## src/rtl/data_mem_responder.sv

```systemverilog
// Slow data-memory responder: accepts one word access per request, answers after WAIT_STATES idle cycles.
// Optional per-byte write enables when DATA_MEM_BYTE_LANE_EN is defined (adds the ByteEn port).
module data_mem_responder #(
  parameter int DEPTH_WORDS = 64,
  parameter int WAIT_STATES = 2
) (
  input  logic        clk,
  input  logic        reset,
  input  logic        req,
  input  logic        MemWrite,
  input  logic [31:0] DataAdr,
  input  logic [31:0] WriteData,
`ifdef DATA_MEM_BYTE_LANE_EN
  input  logic [3:0]  ByteEn,
`endif
  output logic [31:0] ReadData,
  output logic        ready,
  output logic        err,
  output logic [1:0]  fsm_state
);

  localparam int          AW        = (DEPTH_WORDS > 1) ? $clog2(DEPTH_WORDS) : 1;
  localparam logic [29:0] DEPTH_LIM = 30'(DEPTH_WORDS);
  localparam logic [3:0]  WS        = 4'(WAIT_STATES);

  typedef enum logic [1:0] {
    S_IDLE = 2'd0,
    S_WAIT = 2'd1,
    S_RESP = 2'd2
  } state_t;

  state_t      state, state_nx;
  logic [3:0]  cnt, cnt_nx;
  logic        accept, enter_resp;

  logic        cap_we;
  logic [31:0] cap_adr, cap_wdata;
  logic [3:0]  cap_be;

  logic        acc_we, acc_bad;
  logic [31:0] acc_adr, acc_wdata;
  logic [3:0]  acc_be, be_in;
  logic [AW-1:0] acc_idx;

  logic [31:0] mem [DEPTH_WORDS];
  logic [31:0] rdata_q;
  logic        err_q;

`ifdef DATA_MEM_BYTE_LANE_EN
  assign be_in = ByteEn;
`else
  assign be_in = 4'hF;
`endif

  // Handshake: req is held by the requester until it samples ready=1; a request is
  // accepted only in IDLE, and ready is a one-cycle strobe in RESP with err/ReadData valid.
  always_comb begin
    state_nx   = state;
    cnt_nx     = cnt;
    accept     = 1'b0;
    enter_resp = 1'b0;
    case (state)
      S_IDLE: begin
        if (req) begin
          accept = 1'b1;
          cnt_nx = WS;
          if (WS == 4'd0) begin
            state_nx   = S_RESP;
            enter_resp = 1'b1;
          end else begin
            state_nx = S_WAIT;
          end
        end
      end
      S_WAIT: begin
        cnt_nx = cnt - 4'd1;
        if (cnt <= 4'd1) begin
          state_nx   = S_RESP;
          enter_resp = 1'b1;
        end
      end
      S_RESP:  state_nx = S_IDLE;
      default: state_nx = S_IDLE;
    endcase
  end

  always_ff @(posedge clk or negedge reset) begin
    if (!reset) begin
      state <= S_IDLE;
      cnt   <= 4'd0;
    end else begin
      state <= state_nx;
      cnt   <= cnt_nx;
    end
  end

  always_ff @(posedge clk or negedge reset) begin
    if (!reset) begin
      cap_we    <= 1'b0;
      cap_adr   <= 32'd0;
      cap_wdata <= 32'd0;
      cap_be    <= 4'd0;
    end else if (accept) begin
      cap_we    <= MemWrite;
      cap_adr   <= DataAdr;
      cap_wdata <= WriteData;
      cap_be    <= be_in;
    end
  end

  // With zero wait states the access completes on the accepting edge, so use the live inputs.
  always_comb begin
    if (state == S_IDLE) begin
      acc_we    = MemWrite;
      acc_adr   = DataAdr;
      acc_wdata = WriteData;
      acc_be    = be_in;
    end else begin
      acc_we    = cap_we;
      acc_adr   = cap_adr;
      acc_wdata = cap_wdata;
      acc_be    = cap_be;
    end
    acc_bad = (acc_adr[1:0] != 2'b00) || (acc_adr[31:2] >= DEPTH_LIM);
    acc_idx = acc_adr[AW+1:2];
  end

  always_ff @(posedge clk or negedge reset) begin
    if (!reset) begin
      rdata_q <= 32'd0;
      err_q   <= 1'b0;
    end else begin
      rdata_q <= 32'd0;
      err_q   <= 1'b0;
      if (enter_resp) begin
        err_q <= acc_bad;
        if (!acc_bad && !acc_we) rdata_q <= mem[acc_idx];
      end
    end
  end

  // Storage is not reset; the reset qualifier keeps an access aborted by reset from committing.
  always_ff @(posedge clk) begin
    if (reset && enter_resp && acc_we && !acc_bad) begin
      for (int i = 0; i < 4; i++) begin
        if (acc_be[i]) mem[acc_idx][8*i +: 8] <= acc_wdata[8*i +: 8];
      end
    end
  end

  assign ready     = (state == S_RESP);
  assign err       = err_q;
  assign ReadData  = rdata_q;
  assign fsm_state = state;

endmodule

```

## config.mk

```make
export PLATFORM = sky130hd
export DESIGN_NAME = data_mem_responder
export DESIGN_NICKNAME = d
export VERILOG_FILES = /design/src/rtl/data_mem_responder.sv
export SDC_FILE = /design/constraint.sdc
export NUM_CORES = 2
export LEC_CHECK = 0
export CORE_MARGIN = 2
export CORE_UTILIZATION = 45
export CTS_CLUSTER_DIAMETER = 200
export CTS_CLUSTER_SIZE = 28
export DETAILED_ROUTE_END_ITERATION = 12
export HOLD_SLACK_MARGIN = 0.1
export PLACE_DENSITY = 0.7
export RECOVER_POWER = 50
export SKIP_CTS_REPAIR_TIMING = 1
export SYNTH_ARGS = -nofsm -noshare
export SYNTH_HDL_FRONTEND = slang
export SYNTH_SLANG_ARGS = --single-unit
```

## constraint.sdc

```tcl
create_clock -name clk -period 7.7 [get_ports clk]
set_input_delay 1.155 -clock clk [delete_from_list [all_inputs] [get_ports clk]]
set_output_delay 1.155 -clock clk [all_outputs]
set_load 0.005 [all_outputs]
```

==> results_dict.tcl <==
set metrics [dict create \
    clock_latency_ns 0.79 \
    area_growth_syn_to_layout_pct 10.21 \
    endpoint_kind "register" \
    yosys_warnings 0 \
    rsz0062_at_grt "no" \
    cp-start-kind "register" \
    pin_count 104 \
    drc 0 \
    fillers 14498 \
    peakVddDrop_mv 0.3143 \
    cts_root_buf "clkbuf_16" \
    grt_max_degree 85 \
    finalSetupViolCount 0 \
    ant_nets 1 \
    maxCapViolations 32 \
    synthTopCellsByArea "edfxtp_1 77%, o22ai_1 5.4%, dfrtp_1 3.3%" \
    first_pass_iters 8 \
    start_util_pct 45.34 \
    placementRows 154 \
    grt_pass1_vias 48449 \
    violations "antenna violations, max-capacitance violations, max-slew violations" \
    fmax_mhz 151.3 \
    grt_pass1_wl_mm 391.9 \
    vias_per_cell 6.866 \
    grt_util_all_layers_pct 31.06 \
    cts_max_level 3 \
    yosys.cell_types.count 82 \
    synth_ff_type "edfxtp_1" \
    reg2reg_depth 8 \
    cts_inserted_buffers 86 \
    clock_sinks 2153 \
    vias 52549 \
    maxSlewViolCount 1896 \
    syn_inst 5075 \
    clk_pin_slew_ns 0.11 \
    outcome "finished, violations left" \
    cts_tree "done" \
    max_slew_margin_pct -193.4 \
    p_leak_nw 28.10 \
    post-route-period-util_pct 85.84 \
    final_core_util_pct 49.97 \
    fp.dieH_um 425.7 \
    syn-num-nets 5145 \
    yosysTopAreaCell "edfxtp_1" \
    synthArstFlopShare_pct 4.877 \
    min_to "cap_we" \
    portBuffers 103 \
    hold_start "cap_we" \
    worst_pin_slew_ns 4.401 \
    dieArea_um2 181200 \
    whs_path_depth 2 \
    power_density_nw_per_um2 383.6 \
    drive_above_1_share_pct 9.294 \
    period_needed_ns 6.610 \
    fin_skew_ns 0.05478 \
    cp_max_fo 38 \
    regToRegSetupSlack_ns 1.09 \
    synth_top_area_share_pct 76.85 \
    synth_seq_area_share_pct 80.14 \
    syn_area_per_cell_um2 15.77 \
    syn_area_um2 80020 \
    drtIter0Drc 9703 \
    r2r-start "fsm_state[0]" \
    crit_type "register to register" \
    rr_endpoint "mem[63][3]" \
    wl_per_cell_um 37.41 \
    hp-class "register to register" \
    worst_ep_required_time_ns 8.13 \
    hold_ws_ns 0.4853 \
    hold_viol 0 \
    place_congestion 1.018 \
    grt-ovfl-total 0 \
    cts_max_path_buffers 3 \
    crit_arrival_ns 7.04 \
    antenna_found_initial 22 \
    ys_ff_latch 2153 \
    core_area_um2 176500 \
    nNetsFinal 5282 \
    synth-edff-count 2048 \
    routed_wl_mm 286.3 \
    hpwlAfterDp_mm 172.4 \
    die_w_um 425.7 \
    setup_tns_ns 0 \
]
==> registers in the layout, summed over array words and instances, names as in the netlist <==
| signal | count |
|---|---|
| cnt | 4 |
| cap_be | 1 |
| err | 1 |
| cap_we | 1 |
| fsm_state | 2 |
| cap_wdata | 32 |
| cap_adr | 32 |
| mem | 2048 |
| ReadData | 32 |
==> cell usage in the layout, fill, tap and decap left out, drive strengths merged, types with 16 or more instances in the layout <==
cell           Yosys  final
and3              19     19
o22a              17     17
dfrtp            105    105
a21oi            368    368
dlygate4sd3        0     33
nand3             34     34
nor3              80     80
a21o              16     16
diode              0     30
o221ai            26     26
or4               35     35
o22ai            692    692
o21ai             46     46
or3               23     23
nor2             351    351
o41ai             22     22
nor4             174    174
buf              216    252
nand2            466    466
a22oi             20     20
edfxtp          2048   2048
clkbuf           101    167
a31oi             19     19
clkdlybuf4s50      0     69
a211oi            20     20
mux2i             21     21
==> synth_stat cells, drive strengths merged, types with 35 or more instances <==
master	instances
o22ai	692
nor4	174
nand2	466
o21ai	46
edfxtp	2048
a21oi	368
clkbuf	101
nor3	80
or4	35
buf	216
dfrtp	105
nor2	351
==> where the power goes <==
| part | internal [mW] | switching [mW] |
|---|---|---|
| clock | 2.22 | 3.51 |
| sequential | 15.7 | 0.187 |
| combinational | 2.48 | 9.72 |
| total | 20.4 | 13.4 |
==> critical path: stages, from the launching register on <==
cell and delay, ns:
dfrtp_1 0.70, nor2_1 1.68, buf_4 0.62, nand3_1 0.14
nand2_1 0.65, nand2_2 0.80, buf_4 0.50, nor2_4 0.65
buf_4 0.47
==> metal layers <==
metal,vias up,wire [um],global-route usage [%]
met1,26135,96180,40.99
li1,20461,-,-
met4,16,26030,22.48
met2,4901,122600,44.55
met5,-,160,0
met3,1036,41330,8.226
==> per-stage QoR <==
| step | setup slack, ns | cells | instance area, um^2 | power, mW |
|---|---|---|---|---|
| floorplan | 3.124 | 5075 | 80020 | 21.33 |
| global placement | 1.791 | 7462 | 85770 | 27.38 |
| detailed placement | 1.794 | 7462 | 85770 | 27.54 |
| CTS | 2.247 | 7621 | 88300 | 32.97 |
| global route | 1.038 | 7630 | 88140 | 34.24 |
| finish | 1.090 | 7653 | 88190 | 33.83 |
==> final cells by class <==
| type | count | area [um^2] | area share (%) |
|---|---|---|---|
| Antenna cell | 30 | 75.07 | 0.08512 |
| Timing Repair Buffer | 366 | 3347 | 3.795 |
| Multi-Input combinational cell | 2602 | 15180 | 17.22 |
| Clock buffer | 155 | 2475 | 2.806 |
| Clock inverter | 4 | 46.29 | 0.05249 |
| Inverter | 3 | 11.26 | 0.01277 |
| Sequential cell | 2153 | 64130 | 72.71 |
| Tap cell | 2340 | 2928 | 3.320 |
==> how the worst max path moves through the flow <==
stage,startpoint,to,slack [ns],depth (start not counted)
2_1_floorplan,DataAdr[4],mem[12][0],3.12,9
3_3_place_gp,DataAdr[2],ReadData[1],1.79,10
3_5_place_dp,DataAdr[4],ReadData[5],1.79,9
4_1_cts,fsm_state[0],mem[63][11],2.25,7
5_1_grt,fsm_state[0],mem[46][18],1.04,5
6_report,fsm_state[0],mem[63][3],1.09,8
==> kinds of logic after synthesis <==
| logic type | count (synthesis) | synth area share [%] |
|---|---|---|
| compound gates | 1330 | 10.43 |
| mux | 24 | 0.3283 |
| flops | 2153 | 80.14 |
| buf+inv | 320 | 1.873 |
| simple gates | 1246 | 7.197 |
| fa+ha+maj | 2 | 0.03127 |
(Power assumes the default switching activity.)
